`config.mk`:
```
export PLATFORM = sky130hd
export DESIGN_NAME = vqe_screening_scheduler
export DESIGN_NICKNAME = d
export VERILOG_FILES = /design/src/rtl/vqe_screening_scheduler.sv
export SDC_FILE = /design/constraint.sdc
export NUM_CORES = 1
export LEC_CHECK = 0
export CAP_MARGIN = 30
export CORE_MARGIN = 2
export CORE_UTILIZATION = 40
export DETAILED_ROUTE_END_ITERATION = 8
export PLACE_DENSITY = 0.72
export SLEW_MARGIN = 20
export SYNTH_ARGS = -nofsm -noshare
export SYNTH_HDL_FRONTEND = slang
export SYNTH_SLANG_ARGS = --single-unit
```
`constraint.sdc`:
```
create_clock -name clk -period 4 [get_ports clk]
set_input_delay 0.8 -clock clk [delete_from_list [all_inputs] [get_ports clk]]
set_output_delay 0.8 -clock clk [all_outputs]
set_load 0.1 [all_outputs]
```
`src/rtl/vqe_screening_scheduler.sv`:
```
// ---------------------------------------------------------------------------
// vqe_screening_scheduler
//
// Runs a screening campaign over the masked MOF-74 metal candidates
// (0..5 = Mg, Fe, Co, Ni, Cu, Zn). For each enabled candidate it launches
// one VQE simulation and counts energy-measurement pulses until the run is
// complete. It keeps the best accepted candidate, ranked by catalyst score
// with stability as the tie-break.
//
// Ports:
//   clk, reset             clock, synchronous active-high reset
//   start                  begin a campaign (only honoured while idle)
//   abort                  terminate the running campaign
//   material_mask[5:0]     bit i enables candidate i, latched on start
//   vqe_hamiltonian_ready  one-cycle launch strobe to the VQE
//   vqe_material_sel[2:0]  candidate currently being simulated
//   vqe_energy_ready       one-cycle measurement pulse from the VQE
//   vqe_ground_energy      ground-state energy, valid with the pulse
//   vqe_catalyst_score     IEEE-754 single, valid with the pulse
//   vqe_stability          IEEE-754 single, valid with the pulse
//   busy                   campaign in progress
//   done                   one-cycle pulse at normal completion
//   aborted                one-cycle pulse when a campaign is aborted
//   timeout_err            sticky run-timeout flag, cleared on start
//   best_valid             at least one result was accepted
//   best_material/score/stability/energy   best candidate so far
//   runs_completed         runs finished without timeout this campaign
// ---------------------------------------------------------------------------
module vqe_screening_scheduler #(
   parameter int NUM_MATERIALS = 6,
   parameter int MEAS_PER_RUN  = 10,
   parameter int SETTLE_CYCLES = 2,
   parameter int TIMEOUT       = 64
) (
   input  logic        clk,
   input  logic        reset,
   input  logic        start,
   input  logic        abort,
   input  logic [5:0]  material_mask,
   output logic        vqe_hamiltonian_ready,
   output logic [2:0]  vqe_material_sel,
   input  logic        vqe_energy_ready,
   input  logic [31:0] vqe_ground_energy,
   input  logic [31:0] vqe_catalyst_score,
   input  logic [31:0] vqe_stability,
   output logic        busy,
   output logic        done,
   output logic        aborted,
   output logic        timeout_err,
   output logic        best_valid,
   output logic [2:0]  best_material,
   output logic [31:0] best_score,
   output logic [31:0] best_stability,
   output logic [31:0] best_energy,
   output logic [2:0]  runs_completed
);

   localparam int MW = $clog2(MEAS_PER_RUN + 1);
   localparam int TW = $clog2(TIMEOUT + 1);
   localparam int SW = $clog2(SETTLE_CYCLES + 1);

   localparam logic [MW-1:0] MEAS_LAST   = MW'(MEAS_PER_RUN - 1);
   localparam logic [TW-1:0] TMO_LAST    = TW'(TIMEOUT - 1);
   localparam logic [SW-1:0] SETTLE_LAST = SW'(SETTLE_CYCLES - 1);

   typedef enum logic [2:0] {
      IDLE,
      SCAN,
      LAUNCH,
      WAIT_MEAS,
      SETTLE,
      DONE
   } state_t;

   state_t        state;
   logic [5:0]    mask_q;
   logic [3:0]    ptr;
   logic [MW-1:0] meas_cnt;
   logic [TW-1:0] tmo_cnt;
   logic [SW-1:0] settle_cnt;

   logic          scan_found;
   logic [2:0]    scan_idx;
   logic          sample_ok;
   logic          sample_better;

   // Priority search for the lowest enabled candidate at or above the
   // pointer. Walking downwards lets the lowest match overwrite the others.
   always_comb begin
      scan_found = 1'b0;
      scan_idx   = 3'd0;
      for (int i = NUM_MATERIALS - 1; i >= 0; i--) begin
         if (mask_q[i] && (4'(i) >= ptr)) begin
            scan_found = 1'b1;
            scan_idx   = 3'(i);
         end
      end
   end

   // Positive IEEE-754 singles order like unsigned integers, so the
   // concatenation {score, stability} ranks by score first, then stability.
   // Strictly-greater keeps the lower index on a tie since candidates are
   // visited in ascending order.
   always_comb begin
      sample_ok     = ~vqe_catalyst_score[31] & ~vqe_stability[31];
      sample_better = ~best_valid |
                      ({vqe_catalyst_score, vqe_stability} >
                       {best_score, best_stability});
   end

   // Campaign sequencer. Strobes default low every cycle so each one is a
   // single-cycle pulse. The timeout counter restarts at 1 on a launch or a
   // pulse, so it equals the number of cycles elapsed since that event, and
   // the timeout is taken in the cycle before it would reach TIMEOUT; this
   // makes timeout_err visible exactly TIMEOUT cycles after the last event.
   // Abort is checked before the state case so it wins over any transition.
   always_ff @(posedge clk) begin
      if (reset) begin
         state                 <= IDLE;
         mask_q                <= 6'd0;
         ptr                   <= 4'd0;
         meas_cnt              <= '0;
         tmo_cnt               <= '0;
         settle_cnt            <= '0;
         vqe_hamiltonian_ready <= 1'b0;
         vqe_material_sel      <= 3'd0;
         busy                  <= 1'b0;
         done                  <= 1'b0;
         aborted               <= 1'b0;
         timeout_err           <= 1'b0;
         best_valid            <= 1'b0;
         best_material         <= 3'd0;
         best_score            <= 32'd0;
         best_stability        <= 32'd0;
         best_energy           <= 32'd0;
         runs_completed        <= 3'd0;
      end else begin
         vqe_hamiltonian_ready <= 1'b0;
         done                  <= 1'b0;
         aborted               <= 1'b0;

         if (abort && (state != IDLE)) begin
            state   <= IDLE;
            busy    <= 1'b0;
            aborted <= 1'b1;
         end else begin
            case (state)
               IDLE: begin
                  if (start) begin
                     mask_q         <= material_mask;
                     ptr            <= 4'd0;
                     best_valid     <= 1'b0;
                     best_material  <= 3'd0;
                     best_score     <= 32'd0;
                     best_stability <= 32'd0;
                     best_energy    <= 32'd0;
                     runs_completed <= 3'd0;
                     timeout_err    <= 1'b0;
                     busy           <= 1'b1;
                     state          <= SCAN;
                  end
               end

               SCAN: begin
                  if (scan_found) begin
                     vqe_material_sel      <= scan_idx;
                     vqe_hamiltonian_ready <= 1'b1;
                     state                 <= LAUNCH;
                  end else begin
                     done  <= 1'b1;
                     state <= DONE;
                  end
               end

               LAUNCH: begin
                  meas_cnt <= '0;
                  tmo_cnt  <= TW'(1);
                  state    <= WAIT_MEAS;
               end

               WAIT_MEAS: begin
                  if (vqe_energy_ready) begin
                     tmo_cnt <= TW'(1);
                     if (meas_cnt == MEAS_LAST) begin
                        runs_completed <= runs_completed + 3'd1;
                        if (sample_ok && sample_better) begin
                           best_valid     <= 1'b1;
                           best_material  <= vqe_material_sel;
                           best_score     <= vqe_catalyst_score;
                           best_stability <= vqe_stability;
                           best_energy    <= vqe_ground_energy;
                        end
                        settle_cnt <= '0;
                        state      <= SETTLE;
                     end else begin
                        meas_cnt <= meas_cnt + MW'(1);
                     end
                  end else if (tmo_cnt == TMO_LAST) begin
                     timeout_err <= 1'b1;
                     settle_cnt  <= '0;
                     state       <= SETTLE;
                  end else begin
                     tmo_cnt <= tmo_cnt + TW'(1);
                  end
               end

               SETTLE: begin
                  if (settle_cnt == SETTLE_LAST) begin
                     ptr   <= {1'b0, vqe_material_sel} + 4'd1;
                     state <= SCAN;
                  end else begin
                     settle_cnt <= settle_cnt + SW'(1);
                  end
               end

               DONE: begin
                  busy  <= 1'b0;
                  state <= IDLE;
               end

               default: state <= IDLE;
            endcase
         end
      end
   end

endmodule

```
## After elaboration in Yosys (flattened, before gate mapping)

Cells that the tools add are included.
Widths: inputs -> output; s select.

- Add/subtract/negate cells: 5
- Order comparisons: 7
- Equal/unequal tests: 20
- Muxes and demuxes: 67
- Bitwise gates (word level): 7
- Reductions and logical operators: 28

Operator list:

| cell | count |
|---|---|
| $mux 32 | 10 |
| $pmux 32 s2 | 3 |
| $gt 64x64->1 | 1 |
| $mux 3 | 18 |
| $ne 2x2->1 const B | 9 |
| $mux 1 | 16 |
| $mux 4 | 4 |
| $pmux 4 s2 | 2 |
| $pmux 3 s5 | 1 |
| $reduce_and 5->1 | 3 |
| $mux 7 | 2 |
| $pmux 7 s2 | 1 |
| $pmux 3 s2 | 2 |
| $reduce_and 4->1 | 3 |
| $reduce_bool 2->1 | 5 |
| $ne 3x3->1 const B | 3 |
| $reduce_and 3->1 | 3 |
| $ge 1x4->1 const A | 2 |
| $ge 2x4->1 const A | 2 |
| $ge 3x4->1 const A | 2 |
| $logic_and 1x1->1 | 8 |
| $mux 2 | 4 |
| $add 7x1->7 const B | 1 |
| $eq 7x6->1 const B | 1 |
| 20 further kinds | 28 |

- Register bits: 137
- Bits of input ports: 107
- Output and inout port bits: 111
- Logic and storage cells: 152

## Depth between registers and ports, before layout

Gate-level depths: netlist of run 1.

- Word-level depth: 10
- Mapped depth: 12
- Mapped depth without buffers: 9

## Worst setup path before layout of run 1

OpenSTA, ideal clock, no wires.

- Path type: reg-to-reg
- Start: reg best_score[17]
- End: reg best_material[2]
- Library setup time: 0.119 ns
- Arrival time: 3.394 ns
- Required time: 3.881 ns
- Path slack: 0.487 ns
- Stages on the path, launching flop included: 13
- Path buffers: 3
- Period minus slack after synthesis: 3.513 ns
- Path through: dfxtp_1 > inv_1 > ha_1 > a21o_1 > a21o_1 > a221o_1 > o21a_1 > or4_4 > and3_1 > buf_6 > buf_6 > buf_6 > a22o_1

- Cells in the longest elaborated chain, start to end: 5

Ends and longest elaborated chain:

| what | RTL line | text |
|---|---|---|
| from (decl) | 52 | `output logic [31:0] best_score,` |
| from (signal assigned) | 189 | `best_score <= vqe_catalyst_score;` |
| $gt 64x64->1 | 107 | `({vqe_catalyst_score, vqe_stability} >` |
| $or 1x1->1 | 106 | `sample_better = ~best_valid \|` |
| $logic_and 1x1->1 | 186 | `if (sample_ok && sample_better) begin` |
| $ne 2x2->1 (no line) | - |  |
| $reduce_and 6->1 (no line) | - |  |
| to (signal assigned) | 188 | `best_material <= vqe_material_sel;` |
| to (decl) | 51 | `output logic [2:0] best_material,` |

Every way passes these cells.
A chain may end at the register's enable or synchronous reset.

## Worst setup path after layout of run 1

- Start: in vqe_catalyst_score[1]
- End: reg best_energy[28]

- Cells in the longest elaborated chain, start to end: 5

Ends and longest elaborated chain:

| what | RTL line | text |
|---|---|---|
| from (decl) | 44 | `input logic [31:0] vqe_catalyst_score,` |
| $gt 64x64->1 | 107 |  |
| $or 1x1->1 | 106 |  |
| $logic_and 1x1->1 | 186 |  |
| $ne 2x2->1 (no line) | - |  |
| $reduce_and 6->1 (no line) | - |  |
| to (signal assigned) | 191 | `best_energy <= vqe_ground_energy;` |
| to (decl) | 54 | `output logic [31:0] best_energy,` |

Every way passes these cells.

==> out/results.tsv, run 1 <==
stage	metric	value	unit
placement	gp_congestion	0.811	
critical_path	crit_chain	clkdlybuf4s50_1 > ha_1 > a21oi_1 > o21ai_0 > a221oi_1 > o211ai_1 > or4_4 > a21oi_4 > buf_12 > a22o_1	
power_and_ir_drop	power.total	0.00410	W
clock_network	cts_tree	yes	
floorplanning	start_util	0.409	
critical_path	r2r_end	best_energy[28]$_SDFFE_PP0P_	
route	wirelength	18100	um
yosys	ys_ff_latch	137	
floorplanning	dieArea	17300	sq um
route	drtIter0Drc	244	
critical_path	r2r_slack	1.01	ns
floorplanning	ios	218	
timing	relSlewSlack	0.317	
timing	max_freq	291	MHz
finish	fin_nets	1074	
placement	pre_cts_slack	0.0672	ns
timing	worst_pin_slew	1.02	ns
finish	n_antenna_cell	0	
critical_path	reg2reg_depth	10	
finish	area_delta_synth_final	47.3	%
floorplanning	fp.dieH	131	um
timing	setup_viol	0	
grt	grt_start_max_net_pins	60	
timing	layout_min_cycle_time	3.44	ns
floorplanning	core_area	15900	sq um
critical_path	cp.arrival	3.81	ns
critical_path	critPathMaxStageDelay	0.58	ns
placement	port_buffers	217	
placement	dpl.hpwl	13400	um
yosys	synthFlopType	dfxtp_1	
floorplanning	dieWidth	131	um
clock_network	cts_resized	0	
clock_network	clkTransAtPathRegs	0.06	ns
placement	place_inst	1094	
critical_path	cp_max_fo	59	
power_and_ir_drop	p_seq_frac	0.361	
hold_path	hold_end	tmo_cnt[6]$_SDFFE_PP0P_	
timing	fin_ws	0.562	ns
clock_network	clk_root_buffer_cell	clkbuf_16	
yosys	async_flop_share	0	
route	avgRoutedWirePerCell	16.0	um
power_and_ir_drop	switchingPower	0.00128	W
yosys	synth_area	6490	sq um
clock_network	post-cts-setup-buffer-count	0	
clock_network	cts_max_path_buffers	2	
critical_path	crit_path_end_kind	flop	
critical_path	startpoint_type	input pin	
power_and_ir_drop	sw_frac_of_total	0.313	
clock_network	numCtsBuffers	17	
timing	setup_tns	0	ns
grt	first_global_vias	5522	
floorplanning	num_rows	46	
critical_path	slowest_stage	or4_4	
clock_network	clkSinkCount	137	
hold_path	holdCritPathClass	flop to flop	
timing	post-route-period-util	0.859	
grt	grt_first_pass_wirelength	29100	um
run	maxCapViolCount	0	
critical_path	r2r-start	best_score[1]$_SDFFE_PP0P_	
route	drc	0	
grt	grt-ovfl-total	0	
timing	slew_viol_final	0	
power_and_ir_drop	ir_worst_vdd	0.319	mV
timing	fin_skew	0.00723	ns
timing	final-hold-violation-count	0	
finish	drive_above_1_share	0.0582	
yosys	synth_cell_types	52	
finish	layout_common_cells	217 x clkdlybuf4s50_1, 137 x dfxtp_1, 97 x a22o_1, 73 x inv_1, 70 x ha_1	
clock_network	htreeDepth	4	
route	vias_per_cell	5.14	
yosys	ys_seq_area_frac	0.422	
power_and_ir_drop	power_frac_clock	0.419	
power_and_ir_drop	leakage	3.56	nW
yosys	synth_warnings	0	
power_and_ir_drop	combPwrFrac	0.221	
yosys	synth_cells	683	
route	vias	5786	
yosys	synth_edf_count	0	
clock_network	hold_buffers	0	
route	drt-pass1-iter-count	4	
finish	regArea	2740	sq um
hold_path	hold_depth	2	
critical_path	worstPathRequired	4.37	ns
finish	stdcell_count	1126	
power_and_ir_drop	p_int	0.00282	W
grt	antenna_found_initial	0	
timing	holdWs	0.448	ns
yosys	synth_nets	860	
route	antenna_left	0	
finish	multi_input_area	3290	sq um
grt	gr-usage-all-layers	0.209	
hold_path	hold_start	tmo_cnt[6]$_SDFFE_PP0P_	
finish	final_common_cell	clkdlybuf4s50_1	
timing	rsz0062_at_grt	false	
yosys	avgSynthCellArea	9.51	sq um
clock_network	worstSkewPairLatency	0.42	ns
status	status	finished, final reports clean	
power_and_ir_drop	power.density	428	nW/um^2
critical_path	crit_type	input pin to flop	
finish	nFillCells	1358	
==> layout make-up <==
cell class | instances | share of cell area
clock buffers | 17 | 0.0445
well taps | 216 | 0.0283
multi-input cells | 440 | 0.344
flip-flops and latches | 137 | 0.287
repair buffers | 228 | 0.245
inverters | 73 | 0.0286
clock inverters | 15 | 0.0222
==> synth_stat cells (3+ instances only) <==
cell type  count  area (sq um)
a21o_1         5          37.5
xor2_1         4          35.0
nand2b_1       5          31.3
buf_6          5          56.3
dfxtp_1      137          2740
ha_1          70           876
a22o_1        97           850
and2_1         4          25.0
o21ai_0       14          70.1
inv_1         73           274
nor4_1         6          37.5
xnor2_1        3          26.3
nand3_1       10          50.1
nor2b_1        6          37.5
nor3_1        11          55.1
nand2_1       31           116
a21oi_1       46           230
nand4_1       17           106
clkbuf_1      10          37.5
o21a_1         5          37.5
buf_2         15          75.1
or3_1          8          50.1
nor2_1        47           176
mux2i_1       12           120
==> how the worst max path moves through the flow <==
stage	start	end	depth (start not counted)
6_report	vqe_catalyst_score[1]	best_energy[28]$_SDFFE_PP0P_	10
5_1_grt	vqe_catalyst_score[1]	best_energy[16]$_SDFFE_PP0P_	10
4_1_cts	vqe_catalyst_score[1]	best_score[25]$_SDFFE_PP0P_	10
3_5_place_dp	vqe_catalyst_score[1]	best_energy[28]$_SDFFE_PP0P_	10
3_3_place_gp	vqe_catalyst_score[1]	best_energy[22]$_SDFFE_PP0P_	10
2_1_floorplan	best_score[17]$_SDFFE_PP0P_	best_material[2]$_SDFFE_PP0P_	12
==> power by group through the flow <==
stage	Sequential [W]	Combinational, W	Clock (W)
final	0.00148	0.000904	0.00171
after global routing	0.00149	0.000981	0.00181
after CTS	0.00148	0.000901	0.00174
after detailed placement	0.00151	0.000895	0
after global placement	0.00151	0.000888	0
after floorplan	0.00164	0.000460	0
==> registers in the layout (all words and copies together) (netlist names) <==
register and cells:
vqe_hamiltonian_ready 1, best_material 3, aborted 1, best_valid 1
best_score 32, done 1, best_energy 32, state 3
busy 1, settle_cnt 2, mask_q 6, ptr 4
best_stability 32, vqe_material_sel 3, tmo_cnt 7, runs_completed 3
meas_cnt 4, timeout_err 1
==> per-stage QoR <==
step / area [sq um] / util
floorplan: 6490 / -
global placement: 8870 / 0.558
detailed placement: 8930 / 0.562
CTS: 9560 / 0.602
global route: 9560 / 0.602
finish: 9560 / 0.602
==> routing by layer <==
| layer | share of wire | GRT usage | wire length, um |
|---|---|---|---|
| met2 | 0.47 | 0.342 | 8470 |
| met4 | 0.0079 | 0.0465 | 143 |
| met1 | 0.47 | 0.273 | 8470 |
| met3 | 0.054 | 0.0625 | 977 |
| met5 | 0 | 0 | 0 |
==> worst max-delay path, delay by kind of cell <==
kind | cells | cell delay [ns]
AOI/OAI and AO/OA | 6 | 1.34
buffers and inverters | 2 | 0.72
and+or+nand+nor | 1 | 0.58
adders and majority gates | 1 | 0.32
==> logic make-up after synthesis <==
kind of cell               after synthesis  synth area share
and+or+nand+nor                        159             0.123
xor gates and xnor gates                 7           0.00944
DFF                                    137             0.422
adders and majority gates               70             0.135
buffers and inverters                  106            0.0711
AOI/OAI and AO/OA                      192             0.221
muxes                                   12            0.0185
(Power assumes the default switching activity.)
==> run 2, diff against run 1 <==
Settings changed: SLEW_MARGIN 20 to unset.
==> results of run 2 <==
No change in the layout: final DEF, timing and power equal those of run 1.
==> run 3, diff against run 2 <==
Settings changed: GPL_ROUTABILITY_DRIVEN set to 1.
==> results of run 3 <==
No change in the layout: final DEF, timing and power equal those of run 1.
